[config.mk]
export PLATFORM = sky130hd
export DESIGN_NAME = rr_mux16_flat
export DESIGN_NICKNAME = d
export VERILOG_FILES = /design/src/rtl/rr_mux16_pkg.sv /design/src/rtl/rr_mux16_if.sv /design/src/rtl/rr_mux16_pick16.sv /design/src/rtl/rr_mux16.sv /design/src/flat_wrapper.sv
export SDC_FILE = /design/constraint.sdc
export NUM_CORES = 1
export LEC_CHECK = 0
export ABC_AREA = 0
export CAP_MARGIN = 15
export CORE_MARGIN = 5
export CORE_UTILIZATION = 35
export CTS_BUF_LIST = sky130_fd_sc_hd__clkbuf_16
export CTS_CLUSTER_DIAMETER = 100
export CTS_CLUSTER_SIZE = 20
export DETAILED_ROUTE_END_ITERATION = 16
export HOLD_SLACK_MARGIN = 0.03
export MAX_ROUTING_LAYER = met4
export PLACE_DENSITY = 0.76
export SLEW_MARGIN = 20
export SYNTH_ARGS = -nofsm -noshare
export SYNTH_HDL_FRONTEND = slang
export SYNTH_SLANG_ARGS = --single-unit
[constraint.sdc]
create_clock -name clk -period 5.9 [get_ports clk]
set_input_delay 0.59 -clock clk [delete_from_list [all_inputs] [get_ports clk]]
set_output_delay 0.59 -clock clk [all_outputs]
set_load 0.02 [all_outputs]
[src/rtl/rr_mux16_pkg.sv]
// Shared constants and state encoding for the rr_mux16 round-robin gatherer.
package rr_mux16_pkg;

  localparam int NCH  = 16;
  localparam int SELW = 4;

  typedef enum logic {
    IDLE = 1'b0,
    HOLD = 1'b1
  } state_e;

endpackage

[src/rtl/rr_mux16_if.sv]
// Source-bank and consumer handshake bundle for rr_mux16.
interface rr_mux16_if
  import rr_mux16_pkg::*;
#(
  parameter int WIDTH = 16
);

  logic [NCH-1:0]       in_valid;
  logic [NCH*WIDTH-1:0] in_data;
  logic [NCH-1:0]       in_ack;
  logic [WIDTH-1:0]     out_data;
  logic [SELW-1:0]      out_sel;
  logic                 out_valid;
  logic                 out_ready;

  // master is the multiplexer itself; slave is the producer bank plus consumer
  modport master (
    input  in_valid, in_data, out_ready,
    output in_ack, out_data, out_sel, out_valid
  );

  modport slave (
    output in_valid, in_data, out_ready,
    input  in_ack, out_data, out_sel, out_valid
  );

endinterface

[src/rtl/rr_mux16_pick16.sv]
// Combinational round-robin picker: first set request at or after ptr, wrapping.
module rr_pick16
  import rr_mux16_pkg::*;
(
  input  logic [NCH-1:0]  req_i,
  input  logic [SELW-1:0] ptr_i,
  output logic            any_o,
  output logic [SELW-1:0] idx_o
);

  logic [2*NCH-1:0] dbl;
  logic [NCH-1:0]   rot;
  logic [SELW-1:0]  off;

  // rotating right by ptr puts the highest-priority channel at bit 0
  assign dbl = {req_i, req_i} >> ptr_i;
  assign rot = dbl[NCH-1:0];

  always_comb begin
    off = '0;
    for (int i = NCH - 1; i >= 0; i--) begin
      if (rot[i]) off = i[SELW-1:0];
    end
  end

  assign any_o = |req_i;
  assign idx_o = off + ptr_i;

endmodule

[src/rtl/rr_mux16.sv]
// Sequential 16-to-1 round-robin gathering mux with registered valid/ready output
// and a one-cycle ack back to the granted source.
//
// state | meaning
// IDLE  | output stage empty, out_valid low
// HOLD  | word latched, out_valid high until accepted
module rr_mux16
  import rr_mux16_pkg::*;
#(
  parameter int WIDTH = 16
) (
  input logic clk,
  input logic rst,
  rr_mux16_if.master bus
);

  state_e          state_q, state_d;
  logic [SELW-1:0] ptr_q, ptr_d;
  logic [WIDTH-1:0] data_q, data_d;
  logic [SELW-1:0] sel_q, sel_d;
  logic [NCH-1:0]  ack_q, ack_d;

  logic [NCH-1:0]  eligible;
  logic            any_req;
  logic [SELW-1:0] pick;
  logic            load;

  // a source still seeing its ack has not yet had a chance to drop its request
  assign eligible = bus.in_valid & ~ack_q;

  rr_pick16 u_pick (
    .req_i (eligible),
    .ptr_i (ptr_q),
    .any_o (any_req),
    .idx_o (pick)
  );

  assign load = any_req && ((state_q == IDLE) || bus.out_ready);

  always_comb begin
    state_d = state_q;
    ptr_d   = ptr_q;
    data_d  = data_q;
    sel_d   = sel_q;
    ack_d   = '0;
    if (load) begin
      data_d  = bus.in_data[pick*WIDTH +: WIDTH];
      sel_d   = pick;
      ack_d   = NCH'(1) << pick;
      ptr_d   = pick + SELW'(1);
      state_d = HOLD;
    end else if (state_q == HOLD && bus.out_ready) begin
      state_d = IDLE;
    end
  end

  always_ff @(posedge clk or posedge rst) begin
    if (rst) begin
      state_q <= IDLE;
      ptr_q   <= '0;
      data_q  <= '0;
      sel_q   <= '0;
      ack_q   <= '0;
    end else begin
      state_q <= state_d;
      ptr_q   <= ptr_d;
      data_q  <= data_d;
      sel_q   <= sel_d;
      ack_q   <= ack_d;
    end
  end

  assign bus.out_valid = (state_q == HOLD);
  assign bus.out_data  = data_q;
  assign bus.out_sel   = sel_q;
  assign bus.in_ack    = ack_q;

endmodule

[src/flat_wrapper.sv]
// flat-port wrapper written by rule: the top's interface ports become plain ports
module rr_mux16_flat import rr_mux16_pkg::*;
#(
  parameter int WIDTH = 16
)
  (clk, rst, bus_in_valid, bus_in_data, bus_out_ready, bus_in_ack, bus_out_data, bus_out_sel, bus_out_valid);
  rr_mux16_if #(.WIDTH(WIDTH)) bus_i ();
  input logic clk;
  input logic rst;
  input wire logic [$bits(bus_i.in_valid)-1:0] bus_in_valid;
  input wire logic [$bits(bus_i.in_data)-1:0] bus_in_data;
  input wire logic [$bits(bus_i.out_ready)-1:0] bus_out_ready;
  output wire logic [$bits(bus_i.in_ack)-1:0] bus_in_ack;
  output wire logic [$bits(bus_i.out_data)-1:0] bus_out_data;
  output wire logic [$bits(bus_i.out_sel)-1:0] bus_out_sel;
  output wire logic [$bits(bus_i.out_valid)-1:0] bus_out_valid;
  assign bus_i.in_valid = bus_in_valid;
  assign bus_i.in_data = bus_in_data;
  assign bus_i.out_ready = bus_out_ready;
  assign bus_in_ack = bus_i.in_ack;
  assign bus_out_data = bus_i.out_data;
  assign bus_out_sel = bus_i.out_sel;
  assign bus_out_valid = bus_i.out_valid;
  rr_mux16 #(.WIDTH(WIDTH)) u_core (.clk(clk), .rst(rst), .bus(bus_i));
endmodule
==> flow_metrics.tcl, run 1 <==
set metrics [dict create \
    post-route-drc-count 0 \
    crit_slowest_cell "dfrtp_1" \
    startpoint_type "register" \
    area_delta_synth_final_pct 68.45 \
    crit_path_end_kind "register" \
    syn_avg_cell_area_um2 11.09 \
    criticalPathCategory "reg -> reg" \
    synth_edf_count 0 \
    final_util_pct 59.74 \
    start_util_pct 35.46 \
    post_drt_wl_per_cell_um 26.55 \
    cts_root_buffer "clkbuf_16" \
    via_count 5584 \
    synth-seq-cells 41 \
    clockBufferDepth 2 \
    grt_max_degree 42 \
    ant_nets 0 \
    clock_latency_ps 290 \
    postCtsSetupBuffers 0 \
    io_buffers 311 \
    synthFlopType "dfrtp_1" \
    gp_congestion 0.9869 \
    firstDrtPassIters 5 \
    core_um2 14480 \
    yosys-top-cells-area "mux4_2 (34%), dfrtp_1 (20%), mux2i_1 (8.2%), nand2_1 (3.4%), o221ai_1 (2.7%)" \
    syn_nets 743 \
    drv_slew 0 \
    clock_skew_ps 8.536 \
    synthDistinctLibCells 63 \
    seq_area_frac_synth_pct 19.98 \
    crit_fanout 22 \
    grt_pass1_wl_um 37320 \
    cts_buffers 5 \
    ir_drop_uv 529.6 \
    cts.sinks 41 \
    critical_path_buf_inv_count 2 \
    synth_warnings 0 \
    die_h_um 131.1 \
    drive_above_1_share_pct 16.75 \
    hold_viol_final 0 \
    powerDensity_nw_per_um2 924.1 \
    path_common_cell "a21oi_1" \
    finalCritPeriodShare_pct 90.28 \
    fillers 1202 \
    track_usage_pct 29.03 \
    nNetsFinal 1043 \
    max-cap-violations 0 \
    setup_viol 0 \
    setup_tns_ps 0 \
    min_period_ps 5327 \
    worstPathArrival_ps 5450 \
    fmax_ghz 0.1877 \
    grt_setup_unrepaired "false" \
    status "finished clean" \
    p_leak_nw 3.269 \
    grt.overflow.total 0 \
    synth_top_area_share_pct 34.21 \
    synthArstFlopShare_pct 100.0 \
    num_io_pins 312 \
    grt_pass1_vias 6073 \
    slew_headroom_pct 39.84 \
    die_x_um 131.1 \
    dp_hpwl_um 21620 \
    drt-initial-drc-count 560 \
    crit_chain "inv_2 -> mux2i_1 -> a21oi_1 -> mux4_2 -> o22ai_1 -> a21oi_1 -> a21o_1 -> o311ai_0 -> nand2_1 -> ha_4 -> a21o_1 -> a21oi_1 -> xnor2_1 -> xnor2_4 -> buf_4 -> mux2i_1 -> o221ai_1" \
    yosysTopAreaCell "mux4_2" \
    min_path_type "reg -> reg" \
    cts_tree "done" \
    cts.clk_slew.worst_paths_ps 70 \
    die_area_um2 17190 \
    slowest_delay_ps 810 \
    cts.repair.resized 0 \
    yosysMostFrequentCell "mux4_2" \
    ctsHoldBuffers 0 \
    syn_area_um2 5135 \
    avgViaCountPerCell 5.866 \
    worst_pin_slew_ps 902.5 \
    path_delay_family "multiplexers" \
    htreeDepth 2 \
    grt_antenna_before_repair 4 \
    rows 44 \
    crit_required_ps 6030 \
    synth_common_cells "mux4_2 (78), nand2_1 (46), mux2i_1 (42)" \
    routed_wirelength_um 25280 \
    postSynthCellCount 463 \
]
## cells in the final DEF, fill, tap and decap left out, types with 5 or more instances in the layout
cell	count
clkdlybuf4s50_1	311
mux4_2	78
nand2_1	46
mux2i_1	42
dfrtp_1	41
nor2_1	26
nand2b_1	22
buf_4	17
o221ai_1	16
nor3_1	14
a21oi_1	13
nor2b_1	12
o21ai_0	12
o22ai_1	9
inv_1	8
nor4bb_1	8
mux2_2	6
a21o_1	5
clkbuf_16	5
## routing by layer
| layer | wire length (µm) | track usage, % | vias to the layer above | part of all wire [%] |
|---|---|---|---|---|
| met5 | 0 | - | - | 0 |
| met4 | 622 | 7.737 | 0 | 2.5 |
| met3 | 2531 | 8.448 | 31 | 10 |
| met2 | 13300 | 51.10 | 337 | 53 |
| met1 | 8825 | 32.11 | 2755 | 35 |
| li1 | - | - | 2461 | - |
## worst min-delay path: cells and delay by family, from the launching register on
kind / cells / cell delay, ps
AOI/OAI and AO/OA: 1 / 60
DFF: 1 / 350
and+or+nand+nor: 1 / 50
## report_power, final
group | switching, mW | internal (mW)
clock network | 0.120 | 0.159
registers | 0.109 | 0.423
logic | 3.54 | 3.64
## kinds of logic (layout without fill, tap and decap cells)
logic type	count (synthesis)	count (layout)	synth area share (%)
other cells	0	4	0
flops	41	41	19.98
fa+ha+maj	5	5	1.365
simple gates	157	157	17.54
mux	127	127	43.93
xor+xnor	5	5	1.219
buf+inv	48	349	4.556
compound gates	80	80	11.40
## final timing paths
path,start,end,slack (ps),cells past startpoint
max reg2reg,u_core.ptr_q[2]$_DFFE_PP0P_,u_core.bus.out_data[9]$_DFFE_PP0P_,570,17
max,u_core.ptr_q[2]$_DFFE_PP0P_,u_core.bus.out_data[9]$_DFFE_PP0P_,570,17
max in group asynchronous,rst,u_core.bus.out_data[12]$_DFFE_PP0P_,4540,2
min in group asynchronous,rst,u_core.bus.out_sel[1]$_DFFE_PP0P_,800,2
min,u_core.bus.out_sel[3]$_DFFE_PP0P_,u_core.bus.out_sel[3]$_DFFE_PP0P_,490,2
min reg2reg,u_core.bus.out_sel[3]$_DFFE_PP0P_,u_core.bus.out_sel[3]$_DFFE_PP0P_,490,2
## state kept, by name, indices dropped and copies added (netlist names)
register              cells
u_core.bus.out_data      16
u_core.ptr_q              4
u_core.bus.out_sel        4
u_core.bus.out_valid      1
u_core.bus.in_ack        16
## stage by stage
step	hold WS, ps	cell area, µm²	power [mW]	cells	worst slack [ps]
global route	513.5	8650	8.530	952	274.7
detailed placement	476.6	8489	7.718	940	439.2
floorplan	590.0	5135	5.752	463	1421
finish	491.7	8650	7.993	952	573.3
global placement	467.1	8489	7.665	940	506.2
CTS	492.9	8640	8.029	948	630.1
## final cells by class
type	count	area, µm²	share of cell area (%)
multi-input combinational	374	3895	45.03
timing repair buffer	331	3301	38.16
sequential	41	1026	11.86
tap	184	230.2	2.662
clock buffer	5	125.1	1.447
inverter	10	37.54	0.4340
clock inverter	3	25.02	0.2893
antenna	4	10.01	0.1157
Power figures use the tool's default switching activity.
==> run 2: changes to the inputs <==
- CORE_ASPECT_RATIO: default -> 1.25
==> run 2 against run 1 <==
Net effect: core utilization is 0.45 points higher; setup slack got worse by 190 ps; die area hardly changed; via count down 0.77%; final area grew 0.26%; largest cell class unchanged; worst hold slack better by 0.85 ps; highest routed layer unchanged; critical path depth unchanged; fmax is 3.5% lower; count of clock-buffer cells in the layout unchanged; critical endpoint is now u_core.bus.out_data[11]$_DFFE_PP0P_; flip-flop and latch count unchanged.
==> flow_metrics.tcl, run 2 (synthesis results as in run 1) <==
set metrics [dict create \
    status "finished clean" \
    ctsHoldBuffers 0 \
    post_drt_wl_per_cell_um 26.01 \
    drt-initial-drc-count 314 \
    die_x_um 118.3 \
    crit_required_ps 6030 \
    min_period_ps 5517 \
    min_path_type "reg -> reg" \
    worst_pin_slew_ps 864.0 \
    grt_antenna_before_repair 4 \
    die_h_um 145.4 \
    cts_root_buffer "clkbuf_16" \
    track_usage_pct 28.56 \
    clock_skew_ps 3.763 \
    grt_pass1_vias 6117 \
    drive_above_1_share_pct 17.19 \
    max-cap-violations 0 \
    grt_setup_unrepaired "false" \
    fmax_ghz 0.1813 \
    criticalPathCategory "reg -> reg" \
    final_cells 950 \
    dp_hpwl_um 21500 \
    crit_start "u_core.ptr_q[2]$_DFFE_PP0P_" \
    seqCellArea_um2 1026 \
    ant_nets 0 \
    startpoint_type "register" \
    cts.clk_slew.worst_paths_ps 60 \
    via_count 5541 \
    worstPathArrival_ps 5650 \
    clockBufferDepth 2 \
    core_um2 14410 \
    placed_cells 938 \
    avgViaCountPerCell 5.833 \
    final_common_cell "clkdlybuf4s50_1" \
    num_io_pins 312 \
    rows 49 \
    gp_congestion 0.9599 \
    htreeDepth 2 \
    cts.sinks 41 \
    drv_slew 0 \
    hold_viol_final 0 \
    multi_input_area_um2 3895 \
    setup_viol 0 \
    crit_path_end_kind "register" \
    grt.overflow.total 0 \
    holdCritStartpoint "u_core.bus.out_sel[2]$_DFFE_PP0P_" \
    fillers 1191 \
    grt_max_degree 42 \
    place_ws_ps 308.2 \
    area_delta_synth_final_pct 68.88 \
    die_area_um2 17210 \
    clock_latency_ps 280 \
    cts_buffers 5 \
    crit_fanout 24 \
    timing.rr.start "u_core.ptr_q[2]$_DFFE_PP0P_" \
    routed_wirelength_um 24710 \
    grt_pass1_wl_um 36860 \
    nNetsFinal 1047 \
    finalCritPeriodShare_pct 93.51 \
    layout_common_cells "clkdlybuf4s50_1 (311), mux4_2 (78), nand2_1 (46)" \
    setup_tns_ps 0 \
    postCtsSetupBuffers 0 \
    post-route-drc-count 0 \
    cts.repair.resized 0 \
    fin_ws_ps 382.8 \
    slew_headroom_pct 42.31 \
    cts_tree "done" \
    worst_hold_slack_ps 492.6 \
    firstDrtPassIters 4 \
    start_util_pct 35.64 \
    io_buffers 311 \
]
==> run 2: critical path, cell delays in order, from the launching register on <==
cell,delay (ps)
dfrtp_1,830
inv_2,290
mux2_2,380
mux2i_1,340
mux4_2,380
nor2_1,60
a2111oi_0,380
a21o_1,130
o311ai_0,120
nand2_1,140
ha_4,140
inv_1,50
fa_4,1010
buf_4,290
buf_4,200
mux4_2,320
mux2i_1,150
o221ai_1,140
==> run 2: cell type report <==
cell class                 count  area share [%]
antenna                        4          0.1154
clock buffer                   5           1.443
clock inverter                 3          0.2886
inverter                      10          0.4328
multi-input combinational    374           44.91
sequential                    41           11.83
tap                          178           2.568
timing repair buffer         335           38.41
==> run 2: through the flow <==
| stage | instance area (µm²) | util (%) |
|---|---|---|
| after detailed placement | 8512 | 59.08 |
| after global placement | 8512 | 59.08 |
| final | 8672 | 60.19 |
| after floorplan | 5135 | - |
| after global routing | 8672 | 60.19 |
| after CTS | 8662 | 60.12 |
==> run 2: layer usage <==
metal,vias up,global-route usage [%],routed length [µm],part of all wire (%)
met3,36,5.482,1805,7.3
met5,-,-,0,0
met4,0,8.032,726,2.9
li1,2484,-,-,-
met1,2754,31.28,8695,35
met2,267,52.25,13480,55
==> run 2: final timing paths <==
check	to	cells after the start	slack [ps]
min	u_core.bus.out_sel[2]$_DFFE_PP0P_	2	490
min in group asynchronous	u_core.bus.out_data[5]$_DFFE_PP0P_	2	820
max in group asynchronous	u_core.bus.out_sel[0]$_DFFE_PP0P_	2	4540
max reg2reg	u_core.bus.out_data[11]$_DFFE_PP0P_	17	380
max	u_core.bus.out_data[11]$_DFFE_PP0P_	17	380
min reg2reg	u_core.bus.out_sel[2]$_DFFE_PP0P_	2	490
Power of run 2 is not shown: default switching activity piles up to over one toggle a cycle in this logic, so the estimate is an artifact.
